===== src/rtl/tone_pkg.sv =====
`default_nettype none
// ============================================================================
// Module      : tone_pkg
// Description : Shared widths, the rest marker and player state encoding for
//               the note-ROM driven tone generator.
// Revision    : 1.0 - initial release
// ============================================================================
package tone_pkg;

    localparam int AW = 7;
    localparam int DW = 16;

    localparam logic [15:0] NOTE_REST = 16'hFFFF;

    typedef enum logic [1:0] {
        IDLE    = 2'd0,
        FETCH   = 2'd1,
        CAPTURE = 2'd2,
        PLAY    = 2'd3
    } state_t;

endpackage
`default_nettype wire


===== src/rtl/tone_prescaler.sv =====
`default_nettype none
// ============================================================================
// Module      : tone_prescaler
// Description : Free-running clk divider; tick is high for one cycle out of
//               every TICK_DIV while clear is low.
// Revision    : 1.0 - initial release
// ============================================================================
module tone_prescaler #(
    parameter int TICK_DIV = 16
) (
    input  logic clk,
    input  logic reset,
    input  logic clear,
    output logic tick
);
    import tone_pkg::*;

    localparam int              c_cnt_w = (TICK_DIV > 1) ? $clog2(TICK_DIV) : 1;
    localparam logic [c_cnt_w-1:0] c_last = c_cnt_w'(TICK_DIV - 1);

    logic [c_cnt_w-1:0] r_count;

    // With TICK_DIV == 1 the counter is pinned at 0 and tick is continuous.
    assign tick = !clear && (r_count == c_last);

    always_ff @(posedge clk) begin
        if (reset || clear || (r_count == c_last)) begin
            r_count <= '0;
        end else begin
            r_count <= r_count + 1'b1;
        end
    end

endmodule
`default_nettype wire


===== src/rtl/note_tone_player.sv =====
`default_nettype none
// ============================================================================
// Module      : note_tone_player
// Description : Looks up a note's half-period divider in the external note ROM
//               and plays it as a square wave on the speaker output.
// Revision    : 1.0 - initial release
// ============================================================================
module note_tone_player #(
    parameter int TICK_DIV = 16,
    parameter int AW       = tone_pkg::AW,
    parameter int DW       = tone_pkg::DW
) (
    input  logic          clk,
    input  logic          reset,
    input  logic          note_valid,
    input  logic [AW-1:0] note_num,
    output logic          note_ready,
    input  logic          note_stop,
    output logic          rom_ce,
    output logic          rom_oce,
    output logic [AW-1:0] rom_ad,
    input  logic [DW-1:0] rom_dout,
    output logic          spk_out,
    output logic          playing,
    output logic [DW-1:0] cur_div
);
    import tone_pkg::*;

    state_t        r_state;
    logic          r_spk;
    logic          r_playing;
    logic          r_rom_ce;
    logic [AW-1:0] r_rom_ad;
    logic [DW-1:0] r_cur_div;
    logic [DW-1:0] r_half;

    logic          w_accept;
    logic          w_tick;
    logic          w_clear;
    logic          w_silent;

    // A stop request wins over a simultaneous note request.
    assign note_ready = ((r_state == IDLE) || (r_state == PLAY)) && !note_stop;
    assign w_accept   = note_valid && note_ready;
    assign w_clear    = (r_state != PLAY);
    assign w_silent   = (rom_dout == DW'(NOTE_REST)) || (rom_dout == '0);

    assign rom_ce  = r_rom_ce;
    assign rom_oce = 1'b1;
    assign rom_ad  = r_rom_ad;
    assign spk_out = r_spk;
    assign playing = r_playing;
    assign cur_div = r_cur_div;

    tone_prescaler #(
        .TICK_DIV (TICK_DIV)
    ) u_prescaler (
        .clk   (clk),
        .reset (reset),
        .clear (w_clear),
        .tick  (w_tick)
    );

    always_ff @(posedge clk) begin
        if (reset) begin
            r_state   <= IDLE;
            r_spk     <= 1'b0;
            r_playing <= 1'b0;
            r_rom_ce  <= 1'b0;
            r_rom_ad  <= '0;
            r_cur_div <= '0;
            r_half    <= '0;
        end else if (note_stop) begin
            r_state   <= IDLE;
            r_spk     <= 1'b0;
            r_playing <= 1'b0;
            r_rom_ce  <= 1'b0;
        end else begin
            r_rom_ce <= 1'b0;
            case (r_state)
                IDLE: begin
                    if (w_accept) begin
                        r_rom_ad <= note_num;
                        r_rom_ce <= 1'b1;
                        r_state  <= FETCH;
                    end
                end
                FETCH: begin
                    r_state <= CAPTURE;
                end
                CAPTURE: begin
                    r_cur_div <= rom_dout;
                    if (w_silent) begin
                        r_state <= IDLE;
                    end else begin
                        r_state   <= PLAY;
                        r_half    <= rom_dout - 1'b1;
                        r_spk     <= 1'b0;
                        r_playing <= 1'b1;
                    end
                end
                PLAY: begin
                    if (w_accept) begin
                        // Retrigger restarts from a low output; no phase carry-over.
                        r_rom_ad  <= note_num;
                        r_rom_ce  <= 1'b1;
                        r_spk     <= 1'b0;
                        r_playing <= 1'b0;
                        r_state   <= FETCH;
                    end else if (w_tick) begin
                        if (r_half == '0) begin
                            r_spk  <= ~r_spk;
                            r_half <= r_cur_div - 1'b1;
                        end else begin
                            r_half <= r_half - 1'b1;
                        end
                    end
                end
                default: begin
                    r_state <= IDLE;
                end
            endcase
        end
    end

endmodule
`default_nettype wire


===== config.mk =====
export PLATFORM = sky130hd
export DESIGN_NAME = note_tone_player
export DESIGN_NICKNAME = d
export VERILOG_FILES = /design/src/rtl/tone_pkg.sv /design/src/rtl/tone_prescaler.sv /design/src/rtl/note_tone_player.sv
export SDC_FILE = /design/constraint.sdc
export NUM_CORES = 1
export LEC_CHECK = 0
export CAP_MARGIN = 0
export CORE_MARGIN = 1
export CORE_UTILIZATION = 56
export CTS_CLUSTER_SIZE = 14
export DETAILED_ROUTE_END_ITERATION = 6
export PLACE_DENSITY = 0.89
export SYNTH_ARGS = -nofsm -noshare
export SYNTH_HDL_FRONTEND = slang
export SYNTH_HIERARCHICAL = 1
export SYNTH_SLANG_ARGS = --single-unit
export TNS_END_PERCENT = 1

===== constraint.sdc =====
create_clock -name clk -period 7.3 [get_ports clk]
set_input_delay 2.19 -clock clk [delete_from_list [all_inputs] [get_ports clk]]
set_output_delay 2.19 -clock clk [all_outputs]
set_load 0.02 [all_outputs]

Yosys cells after proc, flatten, opt, wreduce, memory -nomap -nowiden. Cells that the tools add are included.

Flip-flop bits (word level): 48. Input port bits: 27. Output and inout bits: 28. Logic and storage cells: 66.

Add/subtract/negate cells: 4. Equal/unequal tests: 13. Multiplexer cells: 17. Bitwise logic cells: 3. Reduce and logical (&&, ||, !) cells: 21.

Operators by type and width (count): $mux W16 (4); $sub A16 B1 Y16 const B (3); $logic_not A16 Y1 (2); $pmux W16 S2 (1); $eq A16 B16 Y1 const B (1); $ne A2 B2 Y1 const B (4); $mux W1 (7); $ne A3 B2 Y1 const B (2); $pmux W2 S3 (1); $reduce_and A3 Y1 (2); $reduce_and A5 Y1 (1); $add A4 B1 Y4 const B (1); $eq A2 B2 Y1 const B (2); $eq A4 B4 Y1 const B (1); $logic_or A1 B1 Y1 (4); $mux W2 (2); $ne A2 B1 Y1 const B (2); $pmux W1 S2 (2); $reduce_and A4 Y1 (1); $reduce_or A2 Y1 (2); $logic_and A1 B1 Y1 (3); $not A1 Y1 (3); $reduce_or A3 Y1 (1); $eq A2 B1 Y1 const B (1); other kinds (4) (5).

Longest topological paths before layout.
Depth in word-level cells: 6. Depth in mapped cells: 13.

Hierarchy. The synthesis kept the hierarchy.

By module, submodules not included: note_tone_player (instances 1, cells each 343, area an instance 2633.8 µm²); tone_prescaler (instances 1, cells each 16, area an instance 162.7 µm²).

Worst setup path before layout. No wires, ideal clock.

Path type: in2out. Start point: in note_stop. End point: out note_ready. Arrival time: 2.727 ns. Data required time: 5.110 ns. Path slack: 2.383 ns. Stages: 2. Cells stage by stage: clkbuf_1 nor2b_1.

Longest elaborated chain between the ends: 2.

RTL lines: from (decl) (RTL line note_tone_player.sv:18) `input logic note_stop,`; $logic_not A1 Y1 (RTL line note_tone_player.sv:43) `assign note_ready = ((r_state == IDLE) || (r_state == PLAY)) && !note_stop;`; $logic_and A1 B1 Y1 (RTL line note_tone_player.sv:43); to (decl) (RTL line note_tone_player.sv:17) `output logic note_ready,`.

No other way between the ends.

Worst setup path after layout. Same ends and word-level chain as after synthesis.

==> out/qor.log <==
INFO  setup_path     cp_data_arrival_time=3.65ns
INFO  clocking       cts_inserted_buffers=5
INFO  global_routing grt_pass1_vias=2596
INFO  floorplanning  fp.dieW=72.7um
INFO  floorplanning  dieArea=0.00528mm^2
INFO  floorplanning  starting_density_of_the_core=0.588
INFO  synth          yosys.area.top_type_share=0.344
INFO  clocking       ctsRootBufferMaster=clkbuf_8
INFO  global_routing antenna_found_initial=0
INFO  power_and_ir_drop power=0.000532W
INFO  synth          library_cell_occupying_the_most_area_in_the_post_synthesis_netlist=dfxtp_1
INFO  sta            slew_headroom=0.170
INFO  sta            finalCritPeriodShare=0.799
INFO  sta            setup_repair_after_global_routing_missed_its_margin=false
INFO  synth          synth.most_common_cell=nand2_1
INFO  finish         number_of_fillers_in_the_final_layout=404
INFO  placement      post-dp-hpwl=5420um
INFO  synth          dominantRegCellSynth=dfxtp_1
INFO  sta            max_slew.worst_pin.slew=1.24ns
INFO  global_routing globalRouteOverflowTotal=0
INFO  clocking       ctsResizeCount=0
INFO  setup_path     setup.worst_path.start_class=input port
INFO  clocking       worst_skew_pair.late_latency=0.32ns
INFO  clocking       max-clock-path-buffers=2
INFO  route          drt_iter0_drc=317
INFO  synth          synth.cell_area=0.00280mm^2
INFO  finish         layout-drive-gt1-share=0.0877
INFO  finish         areaGrowthSynthToFinish=22.2%
INFO  worst_hold_path hold_path.class=flip-flop to flip-flop
INFO  synth          number_of_enable_flip_flop_cells_after_synthesis=0
INFO  sta            skew=0.0114ns
INFO  placement      portBuffers=53
INFO  route          routed_wirelength=7790um
INFO  route          residual_drc=0
INFO  finish         final_nets=430
INFO  synth          ys_types=62
INFO  sta            timing.setup.tns=0ns
INFO  clocking       postCtsSetupRepairBufs=0
INFO  route          drt-vias-per-instance=6.22
INFO  setup_path     timing.critical_path.required=5.11ns
INFO  route          routed-via-count=2897
INFO  clocking       cts.clk_slew.worst_paths=0.10ns
INFO  finish         seqCellArea=961um^2
INFO  sta            fin_worst_hold_slack=0.458ns
INFO  placement      place_congestion=0.982
INFO  synth          synth_sequential_area_ratio=0.344
INFO  clocking       cts_num_sinks=48
INFO  synth          synth-async-reset-ratio=0
INFO  finish         multi_input_comb_area=0.00170mm^2
INFO  synth          commonest_cells_in_the_synthesized_netlist=nand2_1, dfxtp_1, a21oi_1
INFO  floorplanning  ios=55
INFO  power_and_ir_drop leakagePower=1.11nW
INFO  route          antenna_violating_nets_post_route=0
INFO  synth          warnings_synthesis=6
INFO  power_and_ir_drop power_density=156mW/mm^2
INFO  run            max_cap_viols=0
INFO  synth          synth_seq_cells=48
INFO  route          post_drt_wl_per_cell=16.7um
INFO  synth          netlist_instances=359
INFO  synth          synth.net_count=391
INFO  sta            fin_crit=5.84ns
INFO  route          detail_route.first_pass.iterations=5
INFO  outcome        status=complete, no violations
INFO  setup_path     criticalPathCategory=input port to primary output
INFO  synth          synth_top_cells_by_area=dfxtp_1, nand2_1, a21oi_1, a31oi_1, nor2_1
INFO  placement      numPlacedInstances=458
INFO  finish         final-instance-count-excl-fill=466
INFO  clocking       postCtsHoldBufs=0
INFO  sta            report.final.setup_viol=0
INFO  global_routing grt_first_pass_wirelength=12300um
INFO  floorplanning  row_count=25
INFO  power_and_ir_drop worst_ir_drop_vdd=0.126mV
INFO  sta            final_hold_viols=0
INFO  setup_path     crit_path_end_kind=primary output
INFO  synth          syn-mean-instance-area=7.79um^2
INFO  floorplanning  floorplan.die.height=72.7um
INFO  setup_path     cp_max_fo=10
INFO  floorplanning  coreArea=0.00475mm^2
INFO  global_routing gr-usage-all-layers=0.300
INFO  clocking       tritoncts=yes
INFO  global_routing largest_net_degree_at_the_start_of_global_routing=45
INFO  sta            slew_viol_final=0
INFO  finish         antennaDiodeCount=0
INFO  clocking       htree_num_levels=2
INFO  sta            fmax=171MHz
## final timing paths
kind	start	to	slack [ns]	depth (start not counted)
worst max-delay path	note_stop	note_ready	1.46	3
worst min-delay path	rom_ad[4]$_SDFFE_PP0P_	rom_ad[4]$_SDFFE_PP0P_	0.46	2
worst max register to register	r_half[4]$_SDFFE_PP0P_	r_half[10]$_SDFFE_PP0P_	4.06	12
worst min register to register	rom_ad[4]$_SDFFE_PP0P_	rom_ad[4]$_SDFFE_PP0P_	0.46	2
## layout make-up
cell class                 count  share of cell area
clock buffer                   5              0.0201
clock inverter                 3             0.00769
inverter                       6             0.00659
multi-input combinational    281               0.498
sequential                    48               0.281
tap                           67              0.0245
timing repair buffer          56               0.162
## critical path, cell delays in order
cell and delay (ns):
clkdlybuf4s50_1 0.59, nor2b_1 0.23, clkdlybuf4s50_1 0.63
## cell families after synthesis
family,count (synthesis),share of synthesized area
buf+inv,30,0.0497
mux,8,0.0313
simple gates,163,0.291
flops,48,0.344
compound gates,94,0.230
xor+xnor,10,0.0313
other cells,1,0.00134
fa+ha+maj,5,0.0224
## power breakdown
| group | internal (W) | leakage [nW] | switching (W) |
|---|---|---|---|
| combinational | 0.0000360 | 0.676 | 0.0000504 |
| sequential | 0.000267 | 0.388 | 0.00000413 |
| clock | 0.0000707 | 0.0491 | 0.000104 |
## per-layer routing
metal  vias up  global-route usage  wire (um)
li1       1380                   -          -
met2       152               0.491       3670
met5         -                   0          0
met1      1343               0.381       3260
met3        22              0.0718        675
met4         0               0.120        181
## metrics by stage
step | utilization | worst slack (ns) | instance area [um^2]
2_1_floorplan | - | 2.38 | 2800
3_3_place_gp | 0.699 | 1.49 | 3320
3_5_place_dp | 0.699 | 1.49 | 3320
4_1_cts | 0.719 | 1.49 | 3420
5_1_grt | 0.719 | 1.40 | 3420
6_report | 0.719 | 1.46 | 3420
## registers in the layout, summed over array words and instances, names as in the netlist
name	flops
u_prescaler/r_count	4
r_half	16
rom_ce	1
rom_ad	7
r_state	2
spk_out	1
playing	1
cur_div	16
## cells in the final DEF (no fill, tap or decap), types with 3 or more instances in the layout
cell type        netlist  layout
nor2b_1                4       4
or2_2                  3       3
nand3_1               14      14
xnor2_1                6       6
xor2_1                 4       4
a31oi_1               15      15
nor3b_1                4       4
o21ai_0                9       9
inv_1                  6       6
and3_1                 3       3
nand4_1                8       8
or3_1                  6       6
nand2_1               64      64
o211ai_1               4       4
ha_1                   5       5
nor3_1                10      10
clkbuf_8               0       5
buf_4                  2       3
nor4_1                 6       6
nor2_1                25      25
mux2_2                 6       6
a21oi_1               38      38
dfxtp_1               48      48
a211oi_1               5       5
clkdlybuf4s50_1        0      53
Note: power is estimated with default switching activity, not from simulation.
